## config.mk

```make
export PLATFORM = sky130hd
export DESIGN_NAME = seq_accumulator
export DESIGN_NICKNAME = d
export VERILOG_FILES = /design/src/rtl/seq_accumulator.sv
export SDC_FILE = /design/constraint.sdc
export NUM_CORES = 1
export LEC_CHECK = 0
export CAP_MARGIN = 20
export CELL_PAD_IN_SITES_DETAIL_PLACEMENT = 0
export CELL_PAD_IN_SITES_GLOBAL_PLACEMENT = 2
export CORE_MARGIN = 4
export CORE_UTILIZATION = 30
export CTS_BUF_LIST = sky130_fd_sc_hd__clkbuf_4 sky130_fd_sc_hd__clkbuf_8 sky130_fd_sc_hd__clkbuf_16
export CTS_CLUSTER_DIAMETER = 50
export DETAILED_ROUTE_END_ITERATION = 16
export PLACE_DENSITY_LB_ADDON = 0.1
export RECOVER_POWER = 100
export SLEW_MARGIN = 20
export SYNTH_ARGS = -nofsm -noshare
export SYNTH_HDL_FRONTEND = slang
export SYNTH_SLANG_ARGS = --single-unit
```

## constraint.sdc

```tcl
create_clock -name clk -period 4 [get_ports clk]
set_input_delay 0.4 -clock clk [delete_from_list [all_inputs] [get_ports clk]]
set_output_delay 0.4 -clock clk [all_outputs]
set_load 0.01 [all_outputs]
```

## src/rtl/seq_accumulator.sv

```systemverilog
// seq_accumulator: packet accumulator built around a carry-select adder.
// Each accepted beat adds an unsigned WIDTH-bit operand into a WIDTH+EXT
// accumulator. The last beat of a packet moves the block into HOLD, where the
// result is presented until the downstream side takes it.
//
// Optional feature macro: SEQ_ACCUMULATOR_SATURATE_EN
//   defined   -> the accumulator saturates to all ones on overflow
//   undefined -> the carry-extension bits wrap on overflow
// In both builds out_ovf is a sticky per-packet overflow flag.

// Carry-select adder: each ADD_WIDTH block precomputes its sum for carry-in
// 0 and 1, and the ripple of block carries only drives the select muxes.
// WIDTH must be a multiple of ADD_WIDTH.
module selected_carry_adder #(
  parameter int WIDTH     = 16,
  parameter int ADD_WIDTH = 4
) (
  input  logic [WIDTH-1:0] a,
  input  logic [WIDTH-1:0] b,
  input  logic             cin,
  output logic [WIDTH-1:0] sum,
  output logic             cout
);

  localparam int NB = WIDTH / ADD_WIDTH;

  logic [NB:0] carry;

  assign carry[0] = cin;
  assign cout     = carry[NB];

  for (genvar g = 0; g < NB; g++) begin : g_blk
    logic [ADD_WIDTH:0] s0;
    logic [ADD_WIDTH:0] s1;

    assign s0 = {1'b0, a[g*ADD_WIDTH +: ADD_WIDTH]} + {1'b0, b[g*ADD_WIDTH +: ADD_WIDTH]};
    assign s1 = {1'b0, a[g*ADD_WIDTH +: ADD_WIDTH]} + {1'b0, b[g*ADD_WIDTH +: ADD_WIDTH]}
              + (ADD_WIDTH+1)'(1);

    assign sum[g*ADD_WIDTH +: ADD_WIDTH] = carry[g] ? s1[ADD_WIDTH-1:0] : s0[ADD_WIDTH-1:0];
    assign carry[g+1]                    = carry[g] ? s1[ADD_WIDTH]     : s0[ADD_WIDTH];
  end

endmodule

module seq_accumulator #(
  parameter int WIDTH     = 16,
  parameter int ADD_WIDTH = 4,
  parameter int EXT       = 4
) (
  input  logic                 clk,
  input  logic                 rst_n,
  input  logic                 clear,
  input  logic                 in_valid,
  output logic                 in_ready,
  input  logic [WIDTH-1:0]     in_data,
  input  logic                 in_last,
  output logic                 out_valid,
  input  logic                 out_ready,
  output logic [WIDTH+EXT-1:0] out_sum,
  output logic                 out_ovf
);

  typedef enum logic [1:0] {
    IDLE = 2'd0,
    ACC  = 2'd1,
    HOLD = 2'd2
  } state_t;

  state_t             state;
  state_t             state_nxt;

  logic [WIDTH-1:0]   acc_lo;
  logic [WIDTH-1:0]   acc_lo_nxt;
  logic [EXT-1:0]     acc_hi;
  logic [EXT-1:0]     acc_hi_nxt;
  logic               ovf;
  logic               ovf_nxt;

  logic [WIDTH-1:0]   add_sum;
  logic               add_cout;
  logic               accept;
  logic               drain;
  logic               ovf_event;

  // Upper extension bits count the carries out of the low adder, modulo 2^EXT.
  function automatic logic [EXT-1:0] hi_step(input logic [EXT-1:0] hi, input logic c);
    return hi + EXT'(c);
  endfunction

`ifdef SEQ_ACCUMULATOR_SATURATE_EN
  // Once the packet has overflowed, the whole accumulator is pinned at all ones.
  function automatic logic [WIDTH+EXT-1:0] saturate(input logic sat,
                                                    input logic [WIDTH+EXT-1:0] val);
    return sat ? {(WIDTH+EXT){1'b1}} : val;
  endfunction
`endif

  // Low part of the running sum goes through the carry-select adder.
  selected_carry_adder #(
    .WIDTH     (WIDTH),
    .ADD_WIDTH (ADD_WIDTH)
  ) u_adder (
    .a    (acc_lo),
    .b    (in_data),
    .cin  (1'b0),
    .sum  (add_sum),
    .cout (add_cout)
  );

  assign accept    = in_valid && in_ready;
  assign drain     = (state == HOLD) && out_ready;
  assign ovf_event = add_cout && (&acc_hi);

  assign out_sum = {acc_hi, acc_lo};
  assign out_ovf = ovf;

  // State register; reset lands in IDLE so in_ready is high immediately.
  always_ff @(posedge clk or negedge rst_n) begin
    if (!rst_n) begin
      state <= IDLE;
    end else begin
      state <= state_nxt;
    end
  end

  // Next-state and handshake outputs; clear overrides every other transition.
  always_comb begin
    state_nxt = state;
    in_ready  = 1'b1;
    out_valid = 1'b0;
    case (state)
      IDLE: begin
        if (accept) state_nxt = in_last ? HOLD : ACC;
      end
      ACC: begin
        if (accept && in_last) state_nxt = HOLD;
      end
      HOLD: begin
        in_ready  = 1'b0;
        out_valid = 1'b1;
        if (out_ready) state_nxt = IDLE;
      end
      default: state_nxt = IDLE;
    endcase
    if (clear) state_nxt = IDLE;
  end

  // Next accumulator value: zero on clear or result handoff, else add the beat.
  always_comb begin
    acc_lo_nxt = acc_lo;
    acc_hi_nxt = acc_hi;
    ovf_nxt    = ovf;
    if (clear || drain) begin
      acc_lo_nxt = '0;
      acc_hi_nxt = '0;
      ovf_nxt    = 1'b0;
    end else if (accept) begin
`ifdef SEQ_ACCUMULATOR_SATURATE_EN
      {acc_hi_nxt, acc_lo_nxt} = saturate(ovf || ovf_event,
                                          {hi_step(acc_hi, add_cout), add_sum});
`else
      acc_lo_nxt = add_sum;
      acc_hi_nxt = hi_step(acc_hi, add_cout);
`endif
      ovf_nxt = ovf || ovf_event;
    end
  end

  // Accumulator and sticky overflow registers.
  always_ff @(posedge clk or negedge rst_n) begin
    if (!rst_n) begin
      acc_lo <= '0;
      acc_hi <= '0;
      ovf    <= 1'b0;
    end else begin
      acc_lo <= acc_lo_nxt;
      acc_hi <= acc_hi_nxt;
      ovf    <= ovf_nxt;
    end
  end

endmodule

```

==> results.md, run 1 <==
* Status: complete, no violations
* Maximum clock path buffer count at 2
* Clk Latency, worst-skew pair at 270 ps
* Setup TNS at 0 ps
* CTS Buf Count at 3
* Layout cells sized above 1 at 4.11%
* Average size of a mapped cell at 10.1 um^2
* Overall global routing resource usage at 12.7%
* #FFs+latches synth at 23
* Final wirelength at 4230 um
* Final hold violation count at 0
* DP Cell Count at 287
* Hold Path End: state[0]
* Die ar. at 7050 um^2
* Peak VDD IR at 0.140 mV
* DRT Pass-1 Iters at 4
* Via Count at 1420
* Fin Clk Skew at 2.20 ps
* Root Driver: clkbuf_8
* Post-DP HPWL at 3300 um
* Final instance area at 2280 um^2
* Worst r2r path cells at 11
* R2r endpoint: acc_hi[1]
* Slowest cell on the critical path: fa_1
* Syn nets at 218
* Area Growth Syn to Fin at 31.6%
* HP Class: reg -> reg
* Max Slew Vio Count at 0
* CP Data Arrival Time at 3680 ps
* Worst path cell trace: clkdlybuf4s50_1 -> ha_1 -> fa_1 -> ha_1 -> o311ai_0 -> nor4_4 -> mux2_4 -> mux2i_1 -> xnor2_1 -> ha_1 -> ha_1 -> a22o_1
* Crit. End Element: flip-flop
* # rows at 27
* Nets at 267
* Hold Crit Start: state[1]
* WP buf/inv at 1
* Min cycle time layout at 3510 ps
* Fillers at 566
* Syn Std Cell Area at 1730 um^2
* Hold Crit Depth at 1
* R2r setup slk at 630 ps
* RSZ-0062 raised after global routing: no
* Vias in the first global route at 1504
* Slew @ Worst Pin at 877 ps
* Pwr Density at 340 nW/um^2
* CP Class: in -> reg
* Post-CTS Setup Bufs at 0
* Gp weighted congestion at 0.738
* Crit path max fanout at 3
* CP most frequent cell: ha_1
* Ports at 45
* CP required at 4170 ps
* Finish-stage setup viols at 0
* Layout Utilization at 41.1%
* Initial Utilization at 31.3%
* Clk slew on worst S/H paths at 90 ps
* Post-cts resize count at 0
* Synth warn at 0
* CP delay by family, top: adder cells
* Detailed router's first-iteration violation count at 34
* Placed Area at 2270 um^2
* CTS tree: yes
* Antenna Cells at 0
* Clock sink total at 23
* CP max stage delay at 540 ps
* Wirelength per Cell at 14.5 um
* Relative slew margins at 41.3%
* Hold Buf Count CTS at 0
* Initial antenna violation count at 0
* Die Y at 84.0 um
* RR Startpoint: acc_lo[4]
* P_leak at 1.08 nW
* Seq/Total Area, Yosys at 33.2%
* Post-Layout Cell Count at 291
* Crit share post-route at 87.9%
* Global-route wire length before repair at 7280 um
* Routed Antenna Nets at 0
* Maximum clock frequency at 0.285 GHz
* Worst Setup Start Kind: primary input
* Min Hold Slack at 487 ps
* Cell variety after synth at 36
* # DRC at 0
* Via density at 4.88
* H-tree depth at 1
* Largest net degree at the start of global routing at 19
* Die width at 84.0 um
* Number of buffers inserted by port buffering at 44
* Core Box Area at 5540 um^2
* Mapped Cells at 171
* Gr ovfl total at 0
* Max Cap Viol at 0
[Yosys cell counts]
cell type | instances | area (um^2)
a2111oi_0 | 1 | 8.76
a21o_1 | 6 | 45.0
a21oi_1 | 9 | 45.0
a21oi_2 | 1 | 8.76
a22o_1 | 6 | 52.6
a32o_1 | 1 | 10.0
and2_1 | 1 | 6.26
and3_1 | 2 | 12.5
and3_4 | 1 | 11.3
clkbuf_1 | 2 | 7.51
dfrtp_1 | 23 | 576
fa_1 | 4 | 80.1
ha_1 | 21 | 263
inv_1 | 7 | 26.3
mux2_4 | 1 | 15.0
mux2i_1 | 4 | 40.0
nand2_1 | 19 | 71.3
nand2b_1 | 2 | 12.5
nand3_1 | 6 | 30.0
nand4_1 | 2 | 12.5
nand4b_1 | 2 | 17.5
nor2_1 | 11 | 41.3
nor2b_4 | 1 | 13.8
nor4_1 | 1 | 6.26
nor4_4 | 1 | 21.3
nor4b_1 | 1 | 8.76
o211ai_1 | 1 | 7.51
o21ai_0 | 10 | 50.1
o22a_1 | 1 | 8.76
o311ai_4 | 1 | 26.3
o31a_1 | 1 | 8.76
or2_1 | 1 | 6.26
or4_1 | 1 | 7.51
xnor2_1 | 11 | 96.3
xnor2_2 | 1 | 16.3
xor2_1 | 7 | 61.3
[report_power, final]
| group | total [mW] | internal [mW] | leakage, nW | switching [mW] |
|---|---|---|---|---|
| Clock | 0.155 | 0.0698 | 0.0255 | 0.0853 |
| Sequential | 0.283 | 0.258 | 0.310 | 0.0244 |
| Combinational | 0.338 | 0.165 | 0.741 | 0.173 |
| Total | 0.775 | 0.493 | 1.08 | 0.282 |
[registers in the layout, indices dropped and copies added (netlist names)]
register	flops
out_ovf	1
acc_hi	4
acc_lo	16
state	2
[worst register-to-register path, stage by stage, from the launching register on]
cell and delay (ps):
dfrtp_1 410, ha_1 220, fa_1 550, ha_1 160
o311ai_0 260, nor4_4 290, mux2_4 360, mux2i_1 190
xnor2_1 180, ha_1 210, ha_1 230, a22o_1 200
[metal layers]
layer | global-route usage, % | part of all wire [%] | wire length, um | vias up
li1 | - | - | - | 711
met1 | 16.7 | 48 | 2050 | 672
met2 | 20.8 | 46 | 1960 | 32
met3 | 2.17 | 3.9 | 165 | 5
met4 | 4.24 | 1.3 | 53 | 0
met5 | 0 | 0 | 0 | -
[metrics by stage]
step / worst slack, ps / power, mW
floorplan: 953 / 0.514
finish: 485 / 0.775
detailed placement: 329 / 0.647
CTS: 607 / 0.808
global placement: 397 / 0.641
global route: 269 / 0.838
[layout make-up]
cell class	instances	area (um^2)	share of cell area [%]
Timing Repair Buffer	46	452	19.8
Clock buffer	3	41.3	1.81
Clock inverter	1	5.00	0.220
Sequential cell	23	576	25.2
Tap cell	72	90.1	3.95
Multi-Input combinational cell	139	1090	47.8
Inverter	7	26.3	1.15
[logic make-up (layout without fill, tap and decap cells)]
logic type / Yosys count / count (layout) / share of synthesized area (%)
AND/OR/NAND/NOR: 52 / 52 / 16.1
AO/OA/AOI/OAI: 38 / 38 / 15.7
adder cells (fa/ha/maj): 25 / 25 / 19.8
flip-flops: 23 / 23 / 33.2
XOR/XNOR: 19 / 19 / 10.0
buffers and inverters: 9 / 57 / 1.95
multiplexers: 5 / 5 / 3.18
[worst max path at each step]
stage               start         to  slack (ps)  cells after the start
3_3_place_gp   in_data[4]  acc_hi[1]         400                     12
6_report       in_data[4]  acc_hi[1]         490                     12
4_1_cts        in_data[4]  acc_hi[1]         610                     12
3_5_place_dp   in_data[4]  acc_hi[1]         330                     12
2_1_floorplan   acc_lo[4]  acc_hi[1]         950                     11
5_1_grt        in_data[0]  acc_hi[1]         270                     13
[cells in the final DEF, fill, tap and decap left out, types with 3 or more instances in the layout]
| cell type | n |
|---|---|
| nor2_1 | 11 |
| clkdlybuf4s50_1 | 18 |
| fa_1 | 4 |
| clkbuf_8 | 3 |
| ha_1 | 21 |
| a21o_1 | 6 |
| nand3_1 | 6 |
| xnor2_1 | 12 |
| nand2_1 | 19 |
| inv_1 | 7 |
| mux2i_1 | 4 |
| dfrtp_1 | 23 |
| dlygate4sd3_1 | 26 |
| a22o_1 | 6 |
| xor2_1 | 7 |
| a21oi_1 | 9 |
| o21ai_0 | 10 |
No activity file was read; power rests on OpenSTA's default activity.
==> run 2: changes to the inputs <==
--- a/config.mk
+++ b/config.mk
@@ -15,7 +15,6 @@
 export DETAILED_ROUTE_END_ITERATION = 16
 export PLACE_DENSITY_LB_ADDON = 0.1
 export RECOVER_POWER = 100
-export SLEW_MARGIN = 20
 export SYNTH_ARGS = -nofsm -noshare
 export SYNTH_HDL_FRONTEND = slang
 export SYNTH_SLANG_ARGS = --single-unit
==> results of run 2 <==
Same layout as run 1: the final DEF is identical, and so are final timing and power.
==> run 3: changes to the inputs <==
--- a/config.mk
+++ b/config.mk
@@ -8,7 +8,7 @@
 export CAP_MARGIN = 20
 export CELL_PAD_IN_SITES_DETAIL_PLACEMENT = 0
 export CELL_PAD_IN_SITES_GLOBAL_PLACEMENT = 2
-export CORE_MARGIN = 4
+export CORE_MARGIN = 8
 export CORE_UTILIZATION = 30
 export CTS_BUF_LIST = sky130_fd_sc_hd__clkbuf_4 sky130_fd_sc_hd__clkbuf_8 sky130_fd_sc_hd__clkbuf_16
 export CTS_CLUSTER_DIAMETER = 50
==> run 3 against run 2 <==
Compared with the run above: global-route usage shrank 1.7 points; first-iteration DRC count decreased by 38%; fmax shrank 0.26%; non-clock buffer count unchanged; routed wire length up 3.7%; largest power group unchanged.
==> results.md, run 3 (same netlist as run 1, synthesis figures left out) <==
* Finish-stage setup viols at 0 (unchanged)
* Layout cells sized above 1 at 4.11% (unchanged)
* CTS tree: yes (unchanged)
* Fin Clk Skew at 2.48 ps (was 2.20 ps)
* Clock sink total at 23 (unchanged)
* CP required at 4160 ps (was 4170 ps)
* Antenna Cells at 0 (unchanged)
* Final wirelength at 4390 um (was 4230 um)
* Post-cts resize count at 0 (unchanged)
* Clk slew on worst S/H paths at 90 ps (about the same)
* Maximum clock frequency at 0.284 GHz (was 0.285 GHz)
* Routed wl met3 at 154 um (was 165 um)
* Relative slew margins at 42.5% (was 41.3%)
* # DRC at 0 (unchanged)
* Commonest non-fill, non-tap cells in the layout: dlygate4sd3_1, dfrtp_1, ha_1 (unchanged)
* Worst Setup Start Kind: primary input (unchanged)
* P_leak at 1.08 nW (about the same)
* Status: complete, no violations (unchanged)
* Ports at 45 (unchanged)
* Gr ovfl total at 0 (unchanged)
* Fillers at 576 (was 566)
* Reg with most FFs: acc_lo (unchanged)
* Post-CTS Setup Bufs at 0 (unchanged)
* Via Count at 1423 (was 1420)
* Final hold violation count at 0 (unchanged)
* Core Box Area at 5540 um^2 (unchanged)
* Wirelength per Cell at 15.1 um (was 14.5 um)
* Maximum clock path buffer count at 2 (unchanged)
* Overall global routing resource usage at 10.9% (was 12.7%)
* Initial antenna violation count at 0 (unchanged)
* Wire length on met1 at 2110 um (was 2050 um)
* Number of buffers inserted by port buffering at 44 (unchanged)
* Crit. End Element: flip-flop (unchanged)
* Largest regs: acc_lo: 16 flops, acc_hi: 4 flops, state: 2 flops (unchanged)
* Max reg flops at 16 (unchanged)
* Largest net degree at the start of global routing at 14 (was 19)
* Crit share post-route at 88.1% (was 87.9%)
* CP Data Arrival Time at 3690 ps (was 3680 ps)
* Global-route wire length before repair at 7570 um (was 7280 um)
* Die Y at 92.0 um (was 84.0 um)
* Routed Antenna Nets at 0 (unchanged)
* Detailed router's first-iteration violation count at 21 (was 34)
* RSZ-0062 raised after global routing: no (unchanged)
* Min cycle time layout at 3520 ps (was 3510 ps)
* Nets at 267 (unchanged)
* Max Cap Viol at 0 (unchanged)
* Top Layer Used: met4 (unchanged)
* Via density at 4.89 (was 4.88)
* # rows at 27 (unchanged)
* Die ar. at 8460 um^2 (was 7050 um^2)
* CTS Buf Count at 3 (unchanged)
* Peak VDD IR at 0.144 mV (was 0.140 mV)
* Area Growth Syn to Fin at 31.6% (unchanged)
* Post-DP HPWL at 3520 um (was 3300 um)
* Crit path max fanout at 3 (unchanged)
* Gp weighted congestion at 0.750 (was 0.738)
* Min Hold Slack at 497 ps (was 487 ps)
* Setup TNS at 0 ps (unchanged)
* Slew @ Worst Pin at 852 ps (was 877 ps)
* Hold Buf Count CTS at 0 (unchanged)
* CP Class: in -> reg (unchanged)
* Root Driver: clkbuf_8 (unchanged)
* Vias in the first global route at 1567 (was 1504)
* Layout Utilization at 41.1% (unchanged)
* Die width at 92.0 um (was 84.0 um)
* Pwr Density at 338 nW/um^2 (was 340 nW/um^2)
* Max Slew Vio Count at 0 (unchanged)
* DRT Pass-1 Iters at 4 (unchanged)
* Initial Utilization at 31.3% (unchanged)
* Clk Latency, worst-skew pair at 270 ps (about the same)
* Most common cell after layout, fill and taps aside: dlygate4sd3_1 (unchanged)
* HP Class: reg -> reg (unchanged)
* H-tree depth at 1 (unchanged)
* Met2 WL at 2100 um (was 1960 um)
[run 3: cell counts in the layout (fill, tap and decap cells not counted)]
No cell type changed its count.
[run 3: critical path: stages]
cell	delay [ps]
clkdlybuf4s50_1	410
ha_1	230
fa_1	550
ha_1	180
o311ai_0	270
nor4_4	300
mux2_4	370
mux2i_1	190
xnor2_1	160
ha_1	210
ha_1	230
a22o_1	200
[run 3: where the power goes]
part | internal (mW) | total (mW) | switching [mW]
Clock | 0.0696 | 0.150 | 0.0807
Sequential | 0.258 | 0.282 | 0.0241
Combinational | 0.165 | 0.337 | 0.172
[run 3: final cells by class]
cell class	instances	area, um^2	share of cell area [%]
multi-input combinational	139	1090	47.8
clock buffer	3	41.3	1.81
clock inverter	1	5.00	0.220
tap	72	90.1	3.95
inverter	7	26.3	1.15
timing repair buffer	46	452	19.8
sequential	23	576	25.2
[run 3: path summary, 6_finish.rpt]
kind / cells after the start / slack (ps) / to / start
max in group asynchronous: 2 / 2390 / acc_hi[1] / rst_n
worst max register to register: 11 / 620 / acc_hi[1] / acc_lo[4]
worst min-delay path: 1 / 500 / state[0] / state[1]
min in group asynchronous: 1 / 550 / acc_lo[5] / rst_n
worst max-delay path: 12 / 480 / acc_hi[1] / in_data[4]
worst min register to register: 1 / 500 / state[0] / state[1]
[run 3: layer usage]
layer,GRT usage [%],vias up
li1,-,712
met2,18.3,26
met4,2.82,0
met5,0,-
met1,13.9,681
met3,2.20,4
[run 3: through the flow]
step / instances / power, mW / area (um^2) / worst slack [ps]
2_1_floorplan: 171 / 0.514 / 1730 / 953
3_3_place_gp: 287 / 0.643 / 2270 / 396
3_5_place_dp: 287 / 0.650 / 2270 / 314
4_1_cts: 291 / 0.807 / 2320 / 589
5_1_grt: 291 / 0.837 / 2280 / 281
6_report: 291 / 0.770 / 2280 / 476
